`src/rtl/cga_mic_incseq.sv`:
```
// cga_mic_incseq: sequencer for the two-bit INCOUNT microcode word counter.
// Presets the counter with a start index, advances it once per accepted
// word and pulses DONE when the read-back count has reached the terminal
// index. Optional watchdog abort is compiled in with CGA_MIC_INCSEQ_WDOG_EN.
module cga_mic_incseq #(
  parameter int unsigned WDOG_LIM = 15
) (
  input  logic       MCLK,
  input  logic       MRN,
  input  logic       START,
  input  logic [1:0] FIRST,
  input  logic [1:0] LAST,
  input  logic       WRDY,
  input  logic       CSWAN0,
  input  logic       CSWAN1,
  output logic       LWCAN,
  output logic       EC,
  output logic       CD0,
  output logic       CD1,
  output logic       BUSY,
  output logic       DONE,
  output logic       ERR
);

  typedef enum logic [1:0] {
    ST_IDLE = 2'd0,
    ST_LOAD = 2'd1,
    ST_RUN  = 2'd2,
    ST_FIN  = 2'd3
  } state_t;

  state_t     state_reg, state_next;
  logic [1:0] first_reg, first_next;
  logic [1:0] last_reg, last_next;
  logic [1:0] count;

  // The terminal compare uses the counter's own state, so a stuck counter
  // shows up as a RUN that never ends instead of being masked.
  assign count = ~{CSWAN1, CSWAN0};

  // The limit must fit the 4-bit idle counter; an out-of-range value is
  // left without a dedicated block so it stands out at elaboration review.
  if (WDOG_LIM < 1 || WDOG_LIM > 15) begin : g_wdog_lim_out_of_range
  end

`ifdef CGA_MIC_INCSEQ_WDOG_EN
  localparam logic [3:0] WDOG_LIM4 = 4'(WDOG_LIM);
  logic [3:0] wdog_reg, wdog_next;
  logic       err_reg, err_next;
`endif

  // State and latched transfer parameters.
  always_ff @(posedge MCLK or negedge MRN) begin
    if (!MRN) begin
      state_reg <= ST_IDLE;
      first_reg <= 2'b00;
      last_reg  <= 2'b00;
    end else begin
      state_reg <= state_next;
      first_reg <= first_next;
      last_reg  <= last_next;
    end
  end

`ifdef CGA_MIC_INCSEQ_WDOG_EN
  // Watchdog idle counter and the error flag shown alongside DONE.
  always_ff @(posedge MCLK or negedge MRN) begin
    if (!MRN) begin
      wdog_reg <= 4'd0;
      err_reg  <= 1'b0;
    end else begin
      wdog_reg <= wdog_next;
      err_reg  <= err_next;
    end
  end
`endif

  // Next-state decode and counter control outputs.
  always_comb begin
    state_next = state_reg;
    first_next = first_reg;
    last_next  = last_reg;
    LWCAN      = 1'b1;
    EC         = 1'b0;
    BUSY       = 1'b0;
    DONE       = 1'b0;
`ifdef CGA_MIC_INCSEQ_WDOG_EN
    wdog_next  = wdog_reg;
    err_next   = 1'b0;
`endif
    case (state_reg)
      ST_IDLE: begin
        if (START) begin
          first_next = FIRST;
          last_next  = LAST;
          state_next = ST_LOAD;
        end
      end
      ST_LOAD: begin
        LWCAN      = 1'b0;
        BUSY       = 1'b1;
        state_next = ST_RUN;
`ifdef CGA_MIC_INCSEQ_WDOG_EN
        wdog_next  = 4'd0;
`endif
      end
      ST_RUN: begin
        BUSY = 1'b1;
        // Enable follows WRDY directly so the counter steps on the same
        // edge that accepts the word.
        EC   = WRDY;
        if (WRDY) begin
`ifdef CGA_MIC_INCSEQ_WDOG_EN
          wdog_next = 4'd0;
`endif
          if (count == last_reg) begin
            state_next = ST_FIN;
          end
        end else begin
`ifdef CGA_MIC_INCSEQ_WDOG_EN
          wdog_next = wdog_reg + 4'd1;
          if (wdog_next == WDOG_LIM4) begin
            state_next = ST_FIN;
            err_next   = 1'b1;
          end
`endif
        end
      end
      ST_FIN: begin
        DONE       = 1'b1;
        state_next = ST_IDLE;
      end
      default: begin
        state_next = ST_IDLE;
      end
    endcase
  end

  assign CD0 = first_reg[0];
  assign CD1 = first_reg[1];

`ifdef CGA_MIC_INCSEQ_WDOG_EN
  assign ERR = err_reg;
`else
  assign ERR = 1'b0;
`endif

endmodule

```
`config.mk`:
```
export PLATFORM = sky130hd
export DESIGN_NAME = cga_mic_incseq
export DESIGN_NICKNAME = d
export VERILOG_FILES = /design/src/rtl/cga_mic_incseq.sv
export SDC_FILE = /design/constraint.sdc
export NUM_CORES = 1
export LEC_CHECK = 0
export CORE_AREA = 2 2 39 41
export CTS_BUF_LIST = sky130_fd_sc_hd__clkbuf_2 sky130_fd_sc_hd__clkbuf_4 sky130_fd_sc_hd__clkbuf_8
export CTS_CLUSTER_SIZE = 30
export DETAILED_ROUTE_END_ITERATION = 6
export DIE_AREA = 0 0 41 43
export GPL_ROUTABILITY_DRIVEN = 0
export SLEW_MARGIN = 15
export SYNTH_ARGS = -nofsm -noshare
export SYNTH_HDL_FRONTEND = slang
export SYNTH_SLANG_ARGS = --single-unit
```
`constraint.sdc`:
```
create_clock -name MCLK -period 1.5 [get_ports MCLK]
set_input_delay 0.225 -clock MCLK [delete_from_list [all_inputs] [get_ports MCLK]]
set_output_delay 0.225 -clock MCLK [all_outputs]
set_load 0.05 [all_outputs]
```
==> results of run 1 <==
cells in the mapped netlist (all sizes together):
| master | number |
|---|---|
| a211o | 1 |
| a21oi | 1 |
| a31oi | 1 |
| and2 | 2 |
| and3 | 1 |
| buf | 1 |
| conb | 1 |
| dfrtp | 6 |
| ha | 4 |
| inv | 3 |
| mux2 | 4 |
| nand2 | 2 |
| nand2b | 2 |
| nand3 | 1 |
| nand3b | 1 |
| nor2b | 1 |
| o221ai | 1 |
| o22ai | 1 |
| xor2 | 2 |
repair_timing:
item                                    in CTS  in global routing
gates resized for setup                      2                  2
cloned                                       0                  0
buffers inserted                             1                  0
endpoints found under the setup margin       1                  2
cell type report:
class | count | area [sq um] | area share
tap | 16 | 20.02 | 0.03213
clock buffer | 3 | 22.52 | 0.03614
inverter | 3 | 11.26 | 0.01807
timing repair buffer | 16 | 192.7 | 0.3092
multi-input combinational | 26 | 226.5 | 0.3635
sequential | 6 | 150.1 | 0.2410
worst reg2reg max path, delay by kind of cell, from the launching register on:
family | cells | cell delay, ns
AO/OA/AOI/OAI | 2 | 0.34
adder cells (fa/ha/maj) | 1 | 0.19
AND/OR/NAND/NOR | 1 | 0.10
flip-flops | 1 | 0.41
buffers and inverters | 2 | 0.23
final timing paths:
kind	endpoint	depth (start not counted)
max	EC	4
min	first_reg[1]	1
max reg2reg	state_reg[1]	6
min reg2reg	first_reg[0]	1
max in group asynchronous	last_reg[0]	1
min in group MCLK	first_reg[0]	1
where the power goes:
group / switching [mW] / internal (mW)
clock network: 0.0527 / 0.0901
logic: 0.599 / 0.552
registers: 0.0652 / 0.250
per-layer routing:
layer,vias to the layer above,wire length [um],share of wire
li1,157,-,-
met1,147,279,0.41
met2,12,349,0.51
met3,0,58,0.084
met4,0,0,0
met5,-,0,0
cell families (layout without fill, tap and decap cells):
group | Yosys count | count (layout) | synth area share
AND/OR/NAND/NOR | 10 | 10 | 0.1523
flip-flops | 6 | 6 | 0.3973
AO/OA/AOI/OAI | 5 | 5 | 0.09273
adder cells (fa/ha/maj) | 4 | 4 | 0.1325
multiplexers | 4 | 4 | 0.1192
buffers and inverters | 4 | 22 | 0.04967
XOR/XNOR | 2 | 2 | 0.04637
other | 1 | 1 | 0.009924
==> results.py, run 1 <==
metrics = {
    "finish": {
        "nNetsFinal": 70,
        "drive_above_1_share": 0.2963,
        "final_common_cell": "clkdlybuf4s50_1",
        "mostFrequentLayoutCells": "clkdlybuf4s50_1 (9), dfrtp_1 (6), buf_12 (4)",
        "final_cells": 70,
        "final_area_sq_um": 623.1,
        "fin_util": 0.4503,
        "syn2layout_area_growth_pct": 64.90,
        "fillCellCount": 136,
        "diodes": 0,
    },
    "route": {
        "routed_wl_um": 688,
        "drt_iter0_drc": 5,
        "avgRoutedWirePerCell_um": 9.829,
        "route.detailed.drc": 0,
        "via_per_inst": 4.514,
        "ant_nets": 0,
        "drt-pass1-iter-count": 3,
        "vias": 316,
    },
    "critical_path": {
        "worstSetupStartpointType": "flop",
        "cp_cell_sequence": "inv_2 -> ha_2 -> and2_4 -> buf_12",
        "cpPeakStageDelay_ns": 0.41,
        "r2r_start": "state_reg[0]",
        "path_buf_inv": 2,
        "r2r_slack_ns": 0.12,
        "cp-startpoint": "state_reg[0]",
        "end_kind": "primary output",
        "cp.arrival_ns": 1.22,
        "slowest_stage": "dfrtp_1",
        "cp.required_ns": 1.27,
        "worst-path-max-fanout": 4,
        "crit_family": "flip-flops",
        "worst-setup-path-type": "reg2out",
    },
    "die": {
        "design.core.area_sq_mm": 0.001384,
        "die_y_um": 43,
        "ios": 17,
        "rows": 14,
        "dieArea_sq_mm": 0.001763,
        "start_util": 0.2731,
        "die_w_um": 41,
    },
    "global_routing": {
        "antenna_found_initial": 0,
        "use_met3": 0.03665,
        "grt_pass1_vias": 315,
        "top_usage_layer": "met2",
        "grtUsageMet2": 0.1469,
        "use_met1": 0.1419,
        "grt-ovfl-total": 0,
        "grt_pass1_wl_um": 1276,
        "grt_use_total": 0.1103,
        "grt_max_degree": 7,
    },
    "placed_design": {
        "io_buffers": 15,
        "dp.final_hpwl_um": 578.1,
        "dpl_cell_area_sq_um": 578.1,
        "placed_cells": 66,
        "place_ws_ns": 0.07461,
    },
    "sta": {
        "setup_tns_ns": 0,
        "hold_viol_final": 0,
        "period_share": 0.9624,
        "grt_setup_unrepaired": "yes",
        "fin_hold_ws_ns": 0.2214,
        "finClkSkew_ns": 0.0005031,
        "fmax_mhz": 692.7,
        "worst_slack_ns": 0.05642,
        "setup_viol": 0,
        "drv_slew": 0,
        "period_needed_ns": 1.444,
    },
    "power": {
        "total_power_mw": 1.608,
        "vdd.ir_drop.worst_mv": 1.389,
        "leakage_nw": 0.2791,
        "p_per_area_mw_per_mm2": 2581,
    },
    "clock_network": {
        "htreeDepth": 1,
        "cts_tree": "built",
        "postCtsHoldBufs": 0,
        "clock_sinks": 6,
        "ctsRootBufferMaster": "clkbuf_4",
        "clockBufferDepth": 2,
        "numCtsBuffers": 3,
        "clock_latency_ns": 0.24,
        "cts.reportedPaths.clkPinSlew_ns": 0.04,
    },
    "run": {
        "cap_viol_max_count": 0,
    },
    "synthesis": {
        "synth_seq_cells": 6,
        "synth.area.top_cells": "dfrtp_1 (40%), ha_1 (13%), mux2_1 (6.0%), mux2_2 (6.0%), xor2_1 (4.6%)",
        "yosysWarnings": 0,
        "postSynthAreaPerCell_sq_um": 10.50,
        "synth-seq-area-share": 0.3974,
        "synth_top_area_share": 0.3974,
        "syn_nets": 50,
        "synth.largest_area_cell": "dfrtp_1",
        "synth_area_sq_um": 377.9,
        "synth_cell_types": 20,
        "synthCells": 36,
    },
    "status": {
        "status": "completed",
    },
    "min_path": {
        "hp-class": "in2async",
    },
}
(Power assumes the default switching activity.)
==> run 2: changes to the inputs <==
- CAP_MARGIN: default -> 25
==> results of run 2 <==
No change in the layout: final DEF, timing and power equal those of run 1.
